File: config.mk
export PLATFORM = sky130hd
export DESIGN_NAME = comm_host
export DESIGN_NICKNAME = d
export VERILOG_FILES = /design/src/rtl/comm_link_pkg.sv /design/src/rtl/comm_host_sclk_gen.sv /design/src/rtl/comm_host.sv
export SDC_FILE = /design/constraint.sdc
export NUM_CORES = 1
export LEC_CHECK = 0
export CAP_MARGIN = 20
export CORE_AREA = 2 2 92 94
export CTS_CLUSTER_SIZE = 25
export DETAILED_ROUTE_END_ITERATION = 7
export DIE_AREA = 0 0 94 96
export PLACE_DENSITY = 0.67
export SLEW_MARGIN = 20
export SYNTH_ARGS = -nofsm -noshare
export SYNTH_HDL_FRONTEND = slang
export SYNTH_SLANG_ARGS = --single-unit
File: constraint.sdc
create_clock -name clock -period 6.5 [get_ports clock]
set_input_delay 1.625 -clock clock [delete_from_list [all_inputs] [get_ports clock]]
set_output_delay 1.625 -clock clock [all_outputs]
set_load 0.01 [all_outputs]
File: src/rtl/comm_link_pkg.sv
// Shared types and line levels for the host side of the driver-board serial link.
package comm_link_pkg;

    typedef enum logic {TX_IDLE = 1'b0, TX_DATA = 1'b1} tx_state_t;
    typedef enum logic {RX_HUNT = 1'b0, RX_DATA = 1'b1} rx_state_t;

    localparam logic START_BIT  = 1'b1;
    localparam logic IDLE_LEVEL = 1'b0;

endpackage

File: src/rtl/comm_host_sclk_gen.sv
// Free-running serial clock divider; provides the TX launch tick (falling half) and RX sample tick.
module sclk_gen #(
    parameter int CLK_DIV = 4
) (
    input  logic clock,
    input  logic reset,
    output logic sclk,
    output logic tick_fall,
    output logic tick_samp
);

    localparam int CW = $clog2(CLK_DIV);
    localparam logic [CW-1:0] LAST = CW'(CLK_DIV - 1);
    localparam logic [CW-1:0] HALF = CW'(CLK_DIV / 2);

    logic [CW-1:0] div_cnt_q, div_cnt_d;
    logic          sclk_q, sclk_d;

    // sclk rises as the divider wraps and falls at the half count
    always_comb begin
        if (div_cnt_q == LAST) begin
            div_cnt_d = {CW{1'b0}};
        end else begin
            div_cnt_d = div_cnt_q + CW'(1);
        end
        if (div_cnt_d == {CW{1'b0}}) begin
            sclk_d = 1'b1;
        end else if (div_cnt_d == HALF) begin
            sclk_d = 1'b0;
        end else begin
            sclk_d = sclk_q;
        end
    end

    always_ff @(posedge clock or posedge reset) begin
        if (reset) begin
            div_cnt_q <= {CW{1'b0}};
            sclk_q    <= 1'b0;
        end else begin
            div_cnt_q <= div_cnt_d;
            sclk_q    <= sclk_d;
        end
    end

    assign sclk      = sclk_q;
    assign tick_fall = (div_cnt_q == HALF);
    assign tick_samp = (div_cnt_q == LAST);

endmodule

File: src/rtl/comm_host.sv
// Host end of the board serial link: sclk generation, TX framing, RX deframing.
// Define COMM_HOST_LOOPBACK_EN to add the loopback port (RX fed from the TX data register).
module comm_host
    import comm_link_pkg::*;
#(
    parameter int WIDTH   = 16,
    parameter int CLK_DIV = 4
) (
    input  logic             clock,
    input  logic             reset,
    input  logic [WIDTH-1:0] tx_data,
    input  logic             tx_wr,
    output logic             tx_rdy,
    output logic [WIDTH-1:0] rx_data,
    output logic             rx_val,
    input  logic             rx_rd,
    output logic             rx_overrun,
    output logic             busy,
    output logic             sclk,
    output logic             sdata_out,
    input  logic             sdata_in
`ifdef COMM_HOST_LOOPBACK_EN
    ,
    input  logic             loopback
`endif
);

    localparam int BW = $clog2(WIDTH + 1);

    logic tick_fall, tick_samp;

    sclk_gen #(.CLK_DIV(CLK_DIV)) u_sclk_gen (
        .clock     (clock),
        .reset     (reset),
        .sclk      (sclk),
        .tick_fall (tick_fall),
        .tick_samp (tick_samp)
    );

    tx_state_t        tx_state_q, tx_state_d;
    logic [WIDTH-1:0] tx_shift_q, tx_shift_d;
    logic [BW-1:0]    tx_cnt_q, tx_cnt_d;
    logic             sdata_out_q, sdata_out_d;
    logic [WIDTH-1:0] hold_q, hold_d;
    logic             hold_full_q, hold_full_d;
    logic             start_frame;

    // A held word starts on a launch tick when idle or right after the last data bit
    always_comb begin
        start_frame = tick_fall && hold_full_q &&
                      ((tx_state_q == TX_IDLE) || (tx_cnt_q == {BW{1'b0}}));
        tx_state_d  = tx_state_q;
        tx_shift_d  = tx_shift_q;
        tx_cnt_d    = tx_cnt_q;
        sdata_out_d = sdata_out_q;
        hold_d      = hold_q;
        hold_full_d = hold_full_q;

        if (tx_wr && !hold_full_q) begin
            hold_d      = tx_data;
            hold_full_d = 1'b1;
        end else begin
            hold_d = hold_q;
        end

        if (start_frame) begin
            tx_shift_d  = hold_q;
            hold_full_d = 1'b0;
            sdata_out_d = START_BIT;
            tx_cnt_d    = BW'(WIDTH);
            tx_state_d  = TX_DATA;
        end else if (tick_fall) begin
            case (tx_state_q)
                TX_IDLE: begin
                    sdata_out_d = IDLE_LEVEL;
                end
                TX_DATA: begin
                    if (tx_cnt_q != {BW{1'b0}}) begin
                        sdata_out_d = tx_shift_q[WIDTH-1];
                        tx_shift_d  = {tx_shift_q[WIDTH-2:0], 1'b0};
                        tx_cnt_d    = tx_cnt_q - BW'(1);
                    end else begin
                        sdata_out_d = IDLE_LEVEL;
                        tx_state_d  = TX_IDLE;
                    end
                end
                default: begin
                    sdata_out_d = IDLE_LEVEL;
                    tx_state_d  = TX_IDLE;
                end
            endcase
        end else begin
            tx_state_d = tx_state_q;
        end
    end

    always_ff @(posedge clock or posedge reset) begin
        if (reset) begin
            tx_state_q  <= TX_IDLE;
            tx_shift_q  <= {WIDTH{1'b0}};
            tx_cnt_q    <= {BW{1'b0}};
            sdata_out_q <= IDLE_LEVEL;
            hold_q      <= {WIDTH{1'b0}};
            hold_full_q <= 1'b0;
        end else begin
            tx_state_q  <= tx_state_d;
            tx_shift_q  <= tx_shift_d;
            tx_cnt_q    <= tx_cnt_d;
            sdata_out_q <= sdata_out_d;
            hold_q      <= hold_d;
            hold_full_q <= hold_full_d;
        end
    end

    rx_state_t        rx_state_q, rx_state_d;
    logic [WIDTH-2:0] rx_shift_q, rx_shift_d;
    logic [BW-1:0]    rx_cnt_q, rx_cnt_d;
    logic [WIDTH-1:0] rx_data_q, rx_data_d;
    logic             rx_val_q, rx_val_d;
    logic             rx_overrun_q, rx_overrun_d;
    logic             sin_q;
    logic             rx_src;
    logic             word_done;
    logic [WIDTH-1:0] rx_word;

`ifdef COMM_HOST_LOOPBACK_EN
    assign rx_src = loopback ? sdata_out_q : sin_q;
`else
    assign rx_src = sin_q;
`endif

    // Only WIDTH-1 bits are stored; the final sample completes the word directly
    always_comb begin
        rx_state_d   = rx_state_q;
        rx_shift_d   = rx_shift_q;
        rx_cnt_d     = rx_cnt_q;
        rx_data_d    = rx_data_q;
        rx_val_d     = rx_val_q;
        rx_overrun_d = rx_overrun_q;
        word_done    = tick_samp && (rx_state_q == RX_DATA) && (rx_cnt_q == BW'(1));
        rx_word      = {rx_shift_q, rx_src};

        if (tick_samp) begin
            case (rx_state_q)
                RX_HUNT: begin
                    if (rx_src == START_BIT) begin
                        rx_state_d = RX_DATA;
                        rx_cnt_d   = BW'(WIDTH);
                    end else begin
                        rx_state_d = RX_HUNT;
                    end
                end
                RX_DATA: begin
                    rx_shift_d = (WIDTH-1)'(rx_word);
                    rx_cnt_d   = rx_cnt_q - BW'(1);
                    if (rx_cnt_q == BW'(1)) begin
                        rx_state_d = RX_HUNT;
                    end else begin
                        rx_state_d = RX_DATA;
                    end
                end
                default: begin
                    rx_state_d = RX_HUNT;
                end
            endcase
        end else begin
            rx_state_d = rx_state_q;
        end

        if (word_done) begin
            if (!rx_val_q || rx_rd) begin
                rx_data_d = rx_word;
                rx_val_d  = 1'b1;
            end else begin
                rx_overrun_d = 1'b1;
            end
        end else if (rx_rd && rx_val_q) begin
            rx_val_d = 1'b0;
        end else begin
            rx_val_d = rx_val_q;
        end
    end

    always_ff @(posedge clock or posedge reset) begin
        if (reset) begin
            sin_q        <= IDLE_LEVEL;
            rx_state_q   <= RX_HUNT;
            rx_shift_q   <= {(WIDTH-1){1'b0}};
            rx_cnt_q     <= {BW{1'b0}};
            rx_data_q    <= {WIDTH{1'b0}};
            rx_val_q     <= 1'b0;
            rx_overrun_q <= 1'b0;
        end else begin
            sin_q        <= sdata_in;
            rx_state_q   <= rx_state_d;
            rx_shift_q   <= rx_shift_d;
            rx_cnt_q     <= rx_cnt_d;
            rx_data_q    <= rx_data_d;
            rx_val_q     <= rx_val_d;
            rx_overrun_q <= rx_overrun_d;
        end
    end

    assign tx_rdy     = ~hold_full_q;
    assign busy       = (tx_state_q != TX_IDLE) | hold_full_q;
    assign sdata_out  = sdata_out_q;
    assign rx_data    = rx_data_q;
    assign rx_val     = rx_val_q;
    assign rx_overrun = rx_overrun_q;

endmodule
# After elaboration in Yosys (flattened, before gate mapping)
# Index checks and enable logic that the tools add are counted.
# totals
reg_bits,83
inputBits,21
wordCells,83
# classes
add_sub_neg,3
eq_ne,6
muxes,29
n_bitwise,5
reduce_logical,25
# op_table
cell,count
$mux W16,4
$mux W5,5
$mux W1,16
$reduce_bool A2 Y1,6
$pmux W5 S2,1
$reduce_and A2 Y1,5
$sub A5 B1 Y5 const B,2
$eq A2 B2 Y1 const B,3
$logic_and A1 B1 Y1,6
$eq A5 B1 Y1 const B,1
$logic_not A5 Y1,1
$reduce_bool A5 Y1,1
$not A1 Y1,4
$pmux W1 S2,2
$reduce_and A3 Y1,1
$add A2 B1 Y2 const B,1
$logic_not A1 Y1,2
$logic_not A2 Y1,1
$logic_or A1 B1 Y1,2
$mux W2,1
$ne A2 B1 Y1 const B,1
$ne A2 B2 Y1 const B,1
$or A1 B1 Y1,1

# Logic depth before layout (Yosys ltp)
# depth
depth_word,5
ltp_mapped,7
ltp_nobuf,5

# Cells and area by module
# Synthesis repeated with hierarchy kept, for this count alone.
# unflattened
hier_cells,283
area_unflattened_um2,3677.3
# by_module_without_submodules
mod,instances,cells_per_inst,area_per_inst_um2,seq_area_each_um2
comm_host,1,273,3554.7,2001.9
sclk_gen,1,10,122.6,75.1

# Least setup slack after synthesis
# OpenSTA, ideal clock, no wires.
# synth_path
kind,input-to-reg
startpoint,input port tx_wr
endpoint,register hold_q[0]
setup_ps,125
arrival_ps,2705
required_ps,6375
setup_slack_ps,3670
cell_stages,4
path_buffers,2
cell_sequence,nor2b_1 > clkbuf_1 > buf_1 > mux2_2
# synth_via
elab_chain_len,1
# synth_rtl
element,line_no,rtl
from (decl),comm_host.sv:12,"input logic tx_wr,"
$logic_and A1 B1 Y1,comm_host.sv:59,if (tx_wr && !hold_full_q) begin
to (signal assigned),comm_host.sv:103,hold_q <= {WIDTH{1'b0}};
to (signal assigned),comm_host.sv:110,hold_q <= hold_d;
to (decl),comm_host.sv:44,"logic [WIDTH-1:0] hold_q, hold_d;"
# Every way passes these cells.
# A chain may end at the register's enable or synchronous reset.

# Final worst setup path
# layout_path
startpoint,register tx_state_q
endpoint,output port busy
# layout_via
elab_chain_len,1
# layout_rtl
element,line_no,rtl
from (decl),comm_host.sv:40,"tx_state_t tx_state_q, tx_state_d;"
from (signal assigned),comm_host.sv:106,tx_state_q <= tx_state_d;
$or A1 B1 Y1,comm_host.sv:205,assign busy = (tx_state_q != TX_IDLE) | hold_full_q;
to (decl),comm_host.sv:18,"output logic busy,"
# Every way passes these cells.

==> results.cfg <==
[synth]
synthMuxAreaShare_pct = 16.0
synthAdderAreaFrac_pct = 2.41
synthXorXnorAreaFrac_pct = 0
synthCells = 274
synth_compound_area_share_pct = 9.38
syn_area_um2 = 3630
synth_top_family_by_area = multiplexers
synth_enable_flop_cells = 0
yosys.area_share.simple_pct = 11.2
ys_seq_elements = 83
ys_async_sr_fraction_pct = 100
synth_nets = 302
syn_avg_cell_area_um2 = 13.2
ys.flop_type = dfrtp_1
seq_area_frac_synth_pct = 57.2
ys_types = 41
yosys_warnings = 0

[floorplanning]
chipHeight_um = 96
coreArea_um2 = 8050
fp.dieW_um = 94
die-area_um2 = 9020
start_util_pct = 45.1
io_pins = 43
num_rows = 33

[hold_path]
hp-start = rx_overrun
hold_class = flip-flop to flip-flop
hold_path_depth = 1

[clock_network]
cts_tree = yes
cts_buffers = 9
cts_resized = 0
h-tree-depth = 3
postCtsSetupRepairBufs = 0
cts_hold_buffers = 0
clk_pin_slew_ns = 0.08
root_buffer = clkbuf_8
clock_latency_ns = 0.35
cts_sinks = 83
clockBufferDepth = 2

[final_layout]
antenna_cells = 0
nets = 337
fin_cells = 419
fill_cells = 700
drive_gt1_share_pct = 26.4
syn2layout_area_growth_pct = 18.8
fin_util_pct = 53.6

[critical_path]
worstSetupStartpointType = flip-flop
worstPathCellList = or2_2 > clkdlybuf4s50_1
worstPathRequired_ns = 4.88
crit_path_max_incr_delay_ns = 0.88
worst_ep_arrival_time_ns = 1.99
endpoint_kind = output port
r2r-start = u_sclk_gen.div_cnt_q[0]
cp_max_fo = 27
critical_path_depth = 2
crit_family = flip-flops
criticalPathCategory = flip-flop to output port
crit_buf_inv = 1
critical_path.startpoint = tx_state_q
cp_slowest_cell = dfrtp_1
worstRegToRegCells = 5

[timing]
maxSlewViolCount = 0
slew_headroom_pct = 40.9
hold_viol = 0
max_clock_freq_ghz = 0.277
post-route-period-util_pct = 55.6
fin_setup_tns_ns = 0
min_period_ns = 3.62
fin_skew_ns = 0.00812
rsz0062_at_grt = false
worstMarginPinSlew_ns = 0.886
setup_viol = 0

[placed_design]
globalplace.congestion = 0.795
place_inst = 403
dpl.hpwl_um = 4060
port_buffers = 42

[grt]
grt_use_total_pct = 16.0
grt_pass1_vias = 2215
grt_overflow = 0
grt_max_degree = 73
grt_first_pass_wirelength_um = 11000
grt_antenna_before_repair = 0

[detailed_routing]
dr.pass1.iters = 4
top_layer = met4
vias_per_cell = 5.46
post_drt_wl_per_cell_um = 15.4
wl_met2_um = 2910
dr_wl_met3_um = 221
drt-met1-wl_um = 3210
drtAntennaViolNets = 0
post-route-drc-count = 0
drt_iter0_drc = 157
wirelength_um = 6460
vias = 2287

[power]
power_density_nw_per_um2 = 248
p_leak_nw = 1.82
peakVddDrop_mv = 0.128
power.total_mw = 1.07

[run_status]
status = finished clean

[flow_run]
max-cap-violations = 0
## metal layers
layer,vias up,global-route usage [%]
met5,-,0
met4,0,6.88
met3,10,4.62
met2,36,22.6
met1,1160,23.0
li1,1081,-
## cell type report
cell class              count  area, µm²  share of cell area (%)
clock buffers              10        138                    3.19
clock inverters             6       72.6                    1.68
inverters                  11       42.5                   0.987
multi-input cells         160       1420                    32.8
flip-flops and latches     83       2080                    48.2
well taps                 105        131                    3.05
repair buffers             44        435                    10.1
## per-stage QoR
step	hold WS, ns	instance area (µm²)	setup WS [ns]
2_1_floorplan	0.472	3630	2.74
3_3_place_gp	0.462	4100	3.21
3_5_place_dp	0.461	4100	3.19
4_1_cts	0.485	4310	2.88
5_1_grt	0.514	4310	2.75
6_report	0.479	4310	2.88
## state kept, by name, summed over array words and instances, names as in the netlist, 2 cells and up
signal	cells
u_sclk_gen.div_cnt_q	2
rx_data	16
rx_shift_q	15
rx_cnt_q	5
tx_shift_q	16
hold_q	16
tx_cnt_q	5
## synthesized netlist by cell type, types with 3 or more instances
library cell  count  share of area, %
mux2i_1           3              0.83
ha_1              7               2.4
or3_1            15               2.6
o21ai_0           6              0.83
o221a_2          10               3.1
buf_2             3              0.41
nand2_1           7              0.72
nand4b_1         14               3.4
inv_1            11               1.1
a21oi_1           3              0.41
nor2_1            4              0.41
nor2b_1           3              0.52
o221a_1           5               1.6
clkbuf_1         13               1.3
nand3_1           5              0.69
mux2_2           49                15
dfrtp_1          83                57
## kinds of logic (layout without fill, tap and decap cells)
logic type      count (synthesis)  in the layout
simple gates                   61             61
flops                          83             83
fa+ha+maj                       7              7
buf+inv                        31             71
mux                            52             52
compound gates                 40             40
## layout by cell type, fill, tap and decap left out, drive strengths merged, types with 2 or more instances in the layout
cell type	count
o31ai	2
clkdlybuf4s50	42
mux2	49
a21o	2
or3	15
a21oi	3
nand2	7
nor2	4
dfrtp	83
buf	2
clkinv	4
o21ai	6
and2	2
inv	11
nand4b	14
o221a	15
ha	7
nor2b	3
o22ai	2
nor3	2
nand3	5
o22a	2
mux2i	3
nand4	2
nand2b	2
a22o	2
clkbuf	10
## worst reg2reg max path, cell delays in order (launching register included)
cell and delay (ns):
dfrtp_1 0.43, inv_1 0.09, ha_1 0.66, inv_1 0.51, or3_1 0.52, o221a_2 0.28
## path summary, 6_finish.rpt
kind / end / slack [ns]
max: busy / 2.88
min: rx_overrun / 0.48
max reg2reg: tx_shift_q[15] / 3.91
min reg2reg: rx_overrun / 0.48
max in group asynchronous: tx_cnt_q[0] / 3.89
min in group asynchronous: hold_q[3] / 1.49
## where the power goes
part | internal, mW | switching [mW] | total (mW)
sequential | 0.563 | 0.0312 | 0.594
combinational | 0.0595 | 0.0353 | 0.0948
clock | 0.191 | 0.191 | 0.382
Note: power is estimated with default switching activity, not from simulation.
